--- src/rtl/wb_ram_arbiter.sv ---
// wb_ram_arbiter: two Wishbone ports sharing one byte-writable single-port SRAM; define WB_RAM_ARB_FIXED_PRIO_EN for fixed A priority
module wb_ram_arbiter #(
    parameter int ADDR_W = 9,
    parameter int DATA_W = 32,
    localparam int SEL_W = DATA_W / 8
) (
    input  logic              wb_clk,
    input  logic              wb_reset_n,
    input  logic              pA_wb_cyc_i,
    input  logic              pA_wb_stb_i,
    input  logic              pA_wb_we_i,
    input  logic [SEL_W-1:0]  pA_wb_sel_i,
    input  logic [ADDR_W-1:0] pA_wb_adr_i,
    input  logic [DATA_W-1:0] pA_wb_dat_i,
    output logic              pA_wb_ack_o,
    output logic [DATA_W-1:0] pA_wb_dat_o,
    input  logic              pB_wb_cyc_i,
    input  logic              pB_wb_stb_i,
    input  logic              pB_wb_we_i,
    input  logic [SEL_W-1:0]  pB_wb_sel_i,
    input  logic [ADDR_W-1:0] pB_wb_adr_i,
    input  logic [DATA_W-1:0] pB_wb_dat_i,
    output logic              pB_wb_ack_o,
    output logic [DATA_W-1:0] pB_wb_dat_o,
    output logic              ram_en_o,
    output logic [SEL_W-1:0]  ram_we_o,
    output logic [ADDR_W-1:0] ram_addr_o,
    output logic [DATA_W-1:0] ram_din_o,
    input  logic [DATA_W-1:0] ram_dout_i
);
    typedef enum logic [1:0] {IDLE, ACCESS, WAIT, DONE} state_t;
    state_t state_q, state_d;
    logic grant_q, grant_d, last_grant_q, last_grant_d, we_q, we_d;
    logic ack_a_q, ack_a_d, ack_b_q, ack_b_d;
    logic [SEL_W-1:0] sel_q, sel_d;
    logic [ADDR_W-1:0] adr_q, adr_d;
    logic [DATA_W-1:0] dat_q, dat_d, dat_a_q, dat_a_d, dat_b_q, dat_b_d;
    logic req_a, req_b, pick_b, gnt_cyc;
    assign req_a = pA_wb_cyc_i && pA_wb_stb_i;
    assign req_b = pB_wb_cyc_i && pB_wb_stb_i;
`ifdef WB_RAM_ARB_FIXED_PRIO_EN
    assign pick_b = !req_a;
`else
    // grant/last_grant encode 0 = A, 1 = B; on contention B wins only if A went last
    assign pick_b = req_b && (!req_a || !last_grant_q);
`endif
    assign gnt_cyc = grant_q ? pB_wb_cyc_i : pA_wb_cyc_i;
    always_comb begin
        state_d = state_q;
        grant_d = grant_q;
        last_grant_d = last_grant_q;
        we_d = we_q;
        sel_d = sel_q;
        adr_d = adr_q;
        dat_d = dat_q;
        ack_a_d = ack_a_q;
        ack_b_d = ack_b_q;
        dat_a_d = dat_a_q;
        dat_b_d = dat_b_q;
        ram_en_o = 1'b0;
        ram_we_o = '0;
        case (state_q)
            IDLE: begin
                if (req_a || req_b) begin
                    grant_d = pick_b;
                    last_grant_d = pick_b;
                    we_d = pick_b ? pB_wb_we_i : pA_wb_we_i;
                    sel_d = pick_b ? pB_wb_sel_i : pA_wb_sel_i;
                    adr_d = pick_b ? pB_wb_adr_i : pA_wb_adr_i;
                    dat_d = pick_b ? pB_wb_dat_i : pA_wb_dat_i;
                    state_d = ACCESS;
                end
            end
            ACCESS: begin
                ram_en_o = 1'b1;
                ram_we_o = we_q ? sel_q : '0;
                state_d = gnt_cyc ? WAIT : IDLE;
            end
            WAIT: begin
                state_d = gnt_cyc ? DONE : IDLE;
                if (gnt_cyc) begin
                    ack_a_d = !grant_q;
                    ack_b_d = grant_q;
                    dat_a_d = (!grant_q && !we_q) ? ram_dout_i : dat_a_q;
                    dat_b_d = (grant_q && !we_q) ? ram_dout_i : dat_b_q;
                end
            end
            DONE: begin
                ack_a_d = 1'b0;
                ack_b_d = 1'b0;
                state_d = IDLE;
            end
            default: state_d = IDLE;
        endcase
    end
    always_ff @(posedge wb_clk) begin
        if (!wb_reset_n) begin
            state_q <= IDLE;
            grant_q <= 1'b0;
            last_grant_q <= 1'b1;
            we_q <= 1'b0;
            sel_q <= '0;
            adr_q <= '0;
            dat_q <= '0;
            ack_a_q <= 1'b0;
            ack_b_q <= 1'b0;
            dat_a_q <= '0;
            dat_b_q <= '0;
        end else begin
            state_q <= state_d;
            grant_q <= grant_d;
            last_grant_q <= last_grant_d;
            we_q <= we_d;
            sel_q <= sel_d;
            adr_q <= adr_d;
            dat_q <= dat_d;
            ack_a_q <= ack_a_d;
            ack_b_q <= ack_b_d;
            dat_a_q <= dat_a_d;
            dat_b_q <= dat_b_d;
        end
    end
    assign pA_wb_ack_o = ack_a_q;
    assign pB_wb_ack_o = ack_b_q;
    assign pA_wb_dat_o = dat_a_q;
    assign pB_wb_dat_o = dat_b_q;
    assign ram_addr_o = adr_q;
    assign ram_din_o = dat_q;
endmodule
--- config.mk ---
export PLATFORM = sky130hd
export DESIGN_NAME = wb_ram_arbiter
export DESIGN_NICKNAME = d
export VERILOG_FILES = /design/src/rtl/wb_ram_arbiter.sv
export SDC_FILE = /design/constraint.sdc
export NUM_CORES = 1
export LEC_CHECK = 0
export BUFFER_PORTS_ARGS = -buffer_cell sky130_fd_sc_hd__clkbuf_2
export CORE_MARGIN = 2
export CORE_UTILIZATION = 45
export DETAILED_ROUTE_END_ITERATION = 6
export GPL_TIMING_DRIVEN = 0
export PLACE_DENSITY_LB_ADDON = 0.3
export SLEW_MARGIN = 20
export SYNTH_ARGS = -nofsm -noshare
export SYNTH_HDL_FRONTEND = slang
export SYNTH_SLANG_ARGS = --single-unit
--- constraint.sdc ---
create_clock -name wb_clk -period 1.8 [get_ports wb_clk]
set_clock_uncertainty 0.15 [all_clocks]
set_input_delay 0.36 -clock wb_clk [delete_from_list [all_inputs] [get_ports wb_clk]]
set_output_delay 0.36 -clock wb_clk [all_outputs]
set_load 0.01 [all_outputs]
# After elaboration in Yosys (flattened, before gate mapping)
# Cells that the tools add are included.
# op_classes
eq_ne	5
n_reduce_logical	17
muxes	16
# ops
cell	count
32-bit 2-to-1 mux	1
4-bit 2-to-1 mux	3
9-bit 2-to-1 mux	1
2-bit one-hot mux with 4 select lines	1
2-bit 2-to-1 mux	3
3-bit AND reduction	2
1-bit logical AND	5
1-bit 2-to-1 mux	5
2-bit equality test, second input constant	2
1-bit zero test	4
2-bit inequality test, second input constant	2
1-bit one-hot mux with 2 select lines	2
2-bit AND reduction	2
2-bit by 1-bit equality test with 1-bit output, second input constant	1
2-bit zero test	1
1-bit logical OR	2
2-bit nonzero test	1
# totals
input_bits	130
out_inout_bits	112
register_bits	116

# Depth between registers and ports, before layout
# depth
ltp_word	5
depth_mapped	6
ltp_nobuf	4

# Worst setup path after synthesis
# Ideal clock, no wire load.
# synth_path
kind	flip-flop to flip-flop
startpoint	register state_q[0]
endpoint	register dat_a_q[26] (netlist: pA_wb_dat_o[26])
stages_incl_launch_ff	7
t_arrival_ns	1.279
synth_period_minus_slack_ns	1.545
n_path_buf	2
setup_ns	0.116
setup_slack_ns	0.255
path_cell_list	dfxtp_1 nand2b_2 or3_1 buf_2 buf_6 nand2_1 a21boi_1
# synth_via
elab_chain_len	2
# synth_rtl
item	line	source
start: declaration	32	state_t state_q, state_d;
start signal: assignment	110	state_q <= state_d;
2-bit equality test	62	case (state_q)
3-bit AND reduction (no source line)	-	
end signal: assignment	119	dat_a_q <= dat_a_d;
end: declaration	37	logic [DATA_W-1:0] dat_q, dat_d, dat_a_q, dat_a_d, dat_b_q, dat_b_d;
# Every way passes these cells.
# A chain may end at the register's enable or synchronous reset.

# Worst setup path after layout
# layout_path
startpoint	register state_q[0]
endpoint	output ram_we_o[1]
# layout_via
elab_chain_len	2
# layout_rtl
item	line	source
2-bit by 1-bit equality test with 1-bit output	62	
4-bit 2-to-1 mux	62	
end: declaration	26	output logic [SEL_W-1:0] ram_we_o,
# Every way passes these cells.

==> impl_summary.txt <==
----------------------------------------------------
[Clock tree]
  Clock slew at reported path FFs ... 0.05 ns
  H-tree levels ... 4
  Clock insertion delay at the later pin of the skew report ... 0.50 ns
  TritonCTS clock tree ... yes
  Cts bufs inserted ... 17
  Root Buffer ... sky130_fd_sc_hd__clkbuf_8
  Bufs on Longest Clock Path ... 2
  CTS sink count ... 116

[Placement]
  Weighted congestion at the end of routability-driven global placement ... 0.873
  DPL Wire Length ... 10,500 microns
  Count of input and output buffers ... 240
  Placement-stage worst setup slack ... -0.199 ns

[Setup path]
  Largest fanout on the critical path ... 6
  Critical path startpoint category ... register
  Peak per-stage delay on the critical path ... 0.34 ns
  Slowest-stage cell, CP ... sky130_fd_sc_hd__dfxtp_4
  Endpoint kind of the worst setup timing path ... output pin
  Reg2reg setup slack ... 0.05 ns
  Data required time at the worst endpoint ... 1.29 ns
  Setup Crit Path Kind ... reg2out
  Critical R2R Launch ... state_q[0]
  Worst EP arrival ... 1.37 ns
  Gate family responsible for the most delay along the worst path ... simple AND/OR/NAND/NOR gates
  Number of buffers and inverters on the critical path ... 1
  Worst Reg2Reg Path Length in Cells ... 7
  RR Endpoint ... pB_wb_dat_o[2]
  Ordered list of cells on the worst path ... nor2b_4 -> and3_4 -> buf_6

[Global routing]
  Number of global-route vias before repair ... 6,005
  Final global-route overflow total ... 0
  First-pass GRT wire length ... 28,500 microns
  Antenna violations before repair ... 0
  Maximum number of pins on one net before global-route repair ... 17
  Tot GR Track Use ... 32.3%

[Finish]
  Final core occ ... 80.6%
  Most common cell after layout, fill and taps aside ... sky130_fd_sc_hd__clkbuf_2
  Number of nets at the end of the flow ... 1,093
  Multi-input combinational cell area ... 2090 sq um
  Area growth syn-to-layout ... 72.1%
  Sequential cell area ... 2330 sq um
  Proportion of layout cells with a drive suffix above 1 ... 32.5%
  Final antenna diode count ... 0
  Commonest cells after routing, fill and taps aside ... sky130_fd_sc_hd__clkbuf_2 (244), sky130_fd_sc_hd__nand2_1 (223), sky130_fd_sc_hd__dlygate4sd3_1 (124)
  Number of filler cells placed in the layout ... 620

[Logic synthesis]
  Post-Synthesis Cells ... 574
  Mapped cell area ... 4620 sq um
  Sequential-to-total area share from yosys stat ... 50.3%
  Cell variety after synth ... 26
  Synthesized area per cell ... 8.05 sq um
  Number of synthesized register bits ... 116
  Yosys Warn Count ... 0
  Number of nets produced by synthesis ... 704

[Worst hold path]
  Hold endpoint ... last_grant_q
  Worst min-delay path class ... in2reg
  Number of cells on the worst hold path ... 2
  Start point of the worst min-delay path ... wb_reset_n

[Route]
  Number of vias per cell ... 5.24
  WL per Instance ... 16.5 microns
  Detailed Routing Iterations Pass 1 ... 4
  Vias ... 5,791
  Routed Antenna Nets ... 0
  Iteration-0 DRC Markers ... 256
  Number of remaining DRC errors ... 0
  Total detailed-routing wirelength ... 18,200 microns

[Timing]
  Total of endpoints with negative setup slack in the final report ... 5
  FMAX ... 0.531 GHz
  Clock period minus worst slack ... 1.88 ns
  Unrepaired setup endpoints after global routing ... yes
  Hold violation total from the final report ... 0
  Worst setup margin ... -0.0825 ns
  Worst Hold Slack ... 0.0781 ns
  Slew at the pin closest to its max-slew limit ... 0.434 ns
  Ratio of final minimum period to clock period ... 105%
  Worst relative slew slack ... 71.1%
  Number of pins exceeding their max-slew limit in the final report ... 0

[Outcome]
  Run status ... finished with violations
  Violations in the final reports ... negative setup slack

[Floorplan]
  I/O pins ... 242
  Die extent in x ... 105 microns
  Die Y-Extent ... 105 microns
  Number of standard-cell rows in the floorplan ... 36
  Initial core utilization ... 46.8%
  Core Footprint ... 9860 sq um
  Floorplan die area ... 11,100 sq um

[Run]
  Max-capacitance violation count ... 0

[Power and ir drop]
  Leakage power summed over all cells ... 3.63 nW
  Maximum vdd ir drop ... 682 uV
  Power per standard cell area ... 893 nW/um^2

----------------------------------------------------
==> logic make-up (layout without fill, tap and decap cells) <==
| family | count (synthesis) | count (layout) | synth area share [%] |
|---|---|---|---|
| DFF | 116 | 116 | 50.3 |
| buffers and inverters | 47 | 446 | 5.34 |
| AOI/OAI and AO/OA | 166 | 166 | 23.1 |
| and+or+nand+nor | 245 | 245 | 21.2 |
==> flip-flops by register name, indices dropped and copies added (netlist names) <==
signal	flops
ram_addr_o	9
last_grant_q	1
pA_wb_dat_o	32
ram_din_o	32
we_q	1
sel_q	4
pA_wb_ack_o	1
pB_wb_ack_o	1
state_q	2
grant_q	1
pB_wb_dat_o	32
==> final cells by class <==
cell class              instances  share of cell area [%]
flip-flops and latches        116                    29.3
plain buffers                  46                    3.37
clock buffers                  25                    6.34
inverters                       1                  0.0472
repair buffers                370                    31.7
clock inverters                 4                   0.881
multi-input cells             411                    26.3
well taps                     133                    2.09
==> what timing repair did <==
action / 4_1_cts / 5_1_grt
hold buffers: 124 / 0
buffers inserted: 3 / 3
gates resized for setup: 7 / 45
pin swaps: 1 / 2
hold endpoints to repair: 110 / 0
setup endpoints to repair: 8 / 112
==> routing by layer <==
metal | share of wire [%] | up-vias | track usage (%)
met5 | 0 | - | 0
met4 | 5.0 | 0 | 19.4
met3 | 8.0 | 83 | 9.96
met2 | 51 | 334 | 57.1
met1 | 36 | 2670 | 33.4
li1 | - | 2704 | -
==> how the worst max path moves through the flow <==
stage,from,endpoint,cells past startpoint
2_1_floorplan,state_q[0],pA_wb_dat_o[26],6
3_3_place_gp,pB_wb_stb_i,ram_din_o[6],7
3_5_place_dp,pB_wb_stb_i,ram_din_o[6],7
4_1_cts,state_q[1],ram_we_o[3],3
5_1_grt,state_q[0],ram_we_o[2],3
6_report,state_q[0],ram_we_o[1],3
==> report_power, final <==
| part | switching (mW) | total (mW) | internal [mW] |
|---|---|---|---|
| Combinational | 0.527 | 1.06 | 0.536 |
| Sequential | 0.0876 | 2.79 | 2.70 |
| Clock | 1.08 | 3.25 | 2.16 |
==> cell usage after synthesis (all sizes together) <==
cell / instances / area, sq um
or3: 3 / 18.8
and2: 2 / 12.5
o2bb2ai: 1 / 8.76
a22oi: 1 / 7.51
nand3: 3 / 15.0
a31oi: 46 / 288
dfxtp: 116 / 2320
a211oi: 1 / 12.5
and3: 4 / 25.0
nor3: 2 / 20.0
inv: 1 / 3.75
buf: 25 / 164
o22ai: 1 / 6.26
nor2b: 4 / 25.0
clkbuf: 21 / 78.8
nand2: 223 / 837
nand2b: 4 / 27.5
a21boi: 65 / 488
a21oi: 2 / 10.0
o21a: 1 / 7.51
o21ai: 48 / 240
==> stage by stage <==
| step | power (mW) | std cells | cell area [sq um] | setup TNS (ns) |
|---|---|---|---|---|
| 4_1_cts | 7.02 | 1103 | 7840 | -0.562 |
| 2_1_floorplan | 3.20 | 574 | 4620 | 0 |
| 5_1_grt | 7.35 | 1106 | 7950 | -0.614 |
| 6_report | 7.10 | 1106 | 7950 | -0.319 |
| 3_5_place_dp | 3.58 | 947 | 5990 | -5.71 |
| 3_3_place_gp | 3.56 | 947 | 5990 | -5.67 |
No activity file was read; power rests on OpenSTA's default activity.
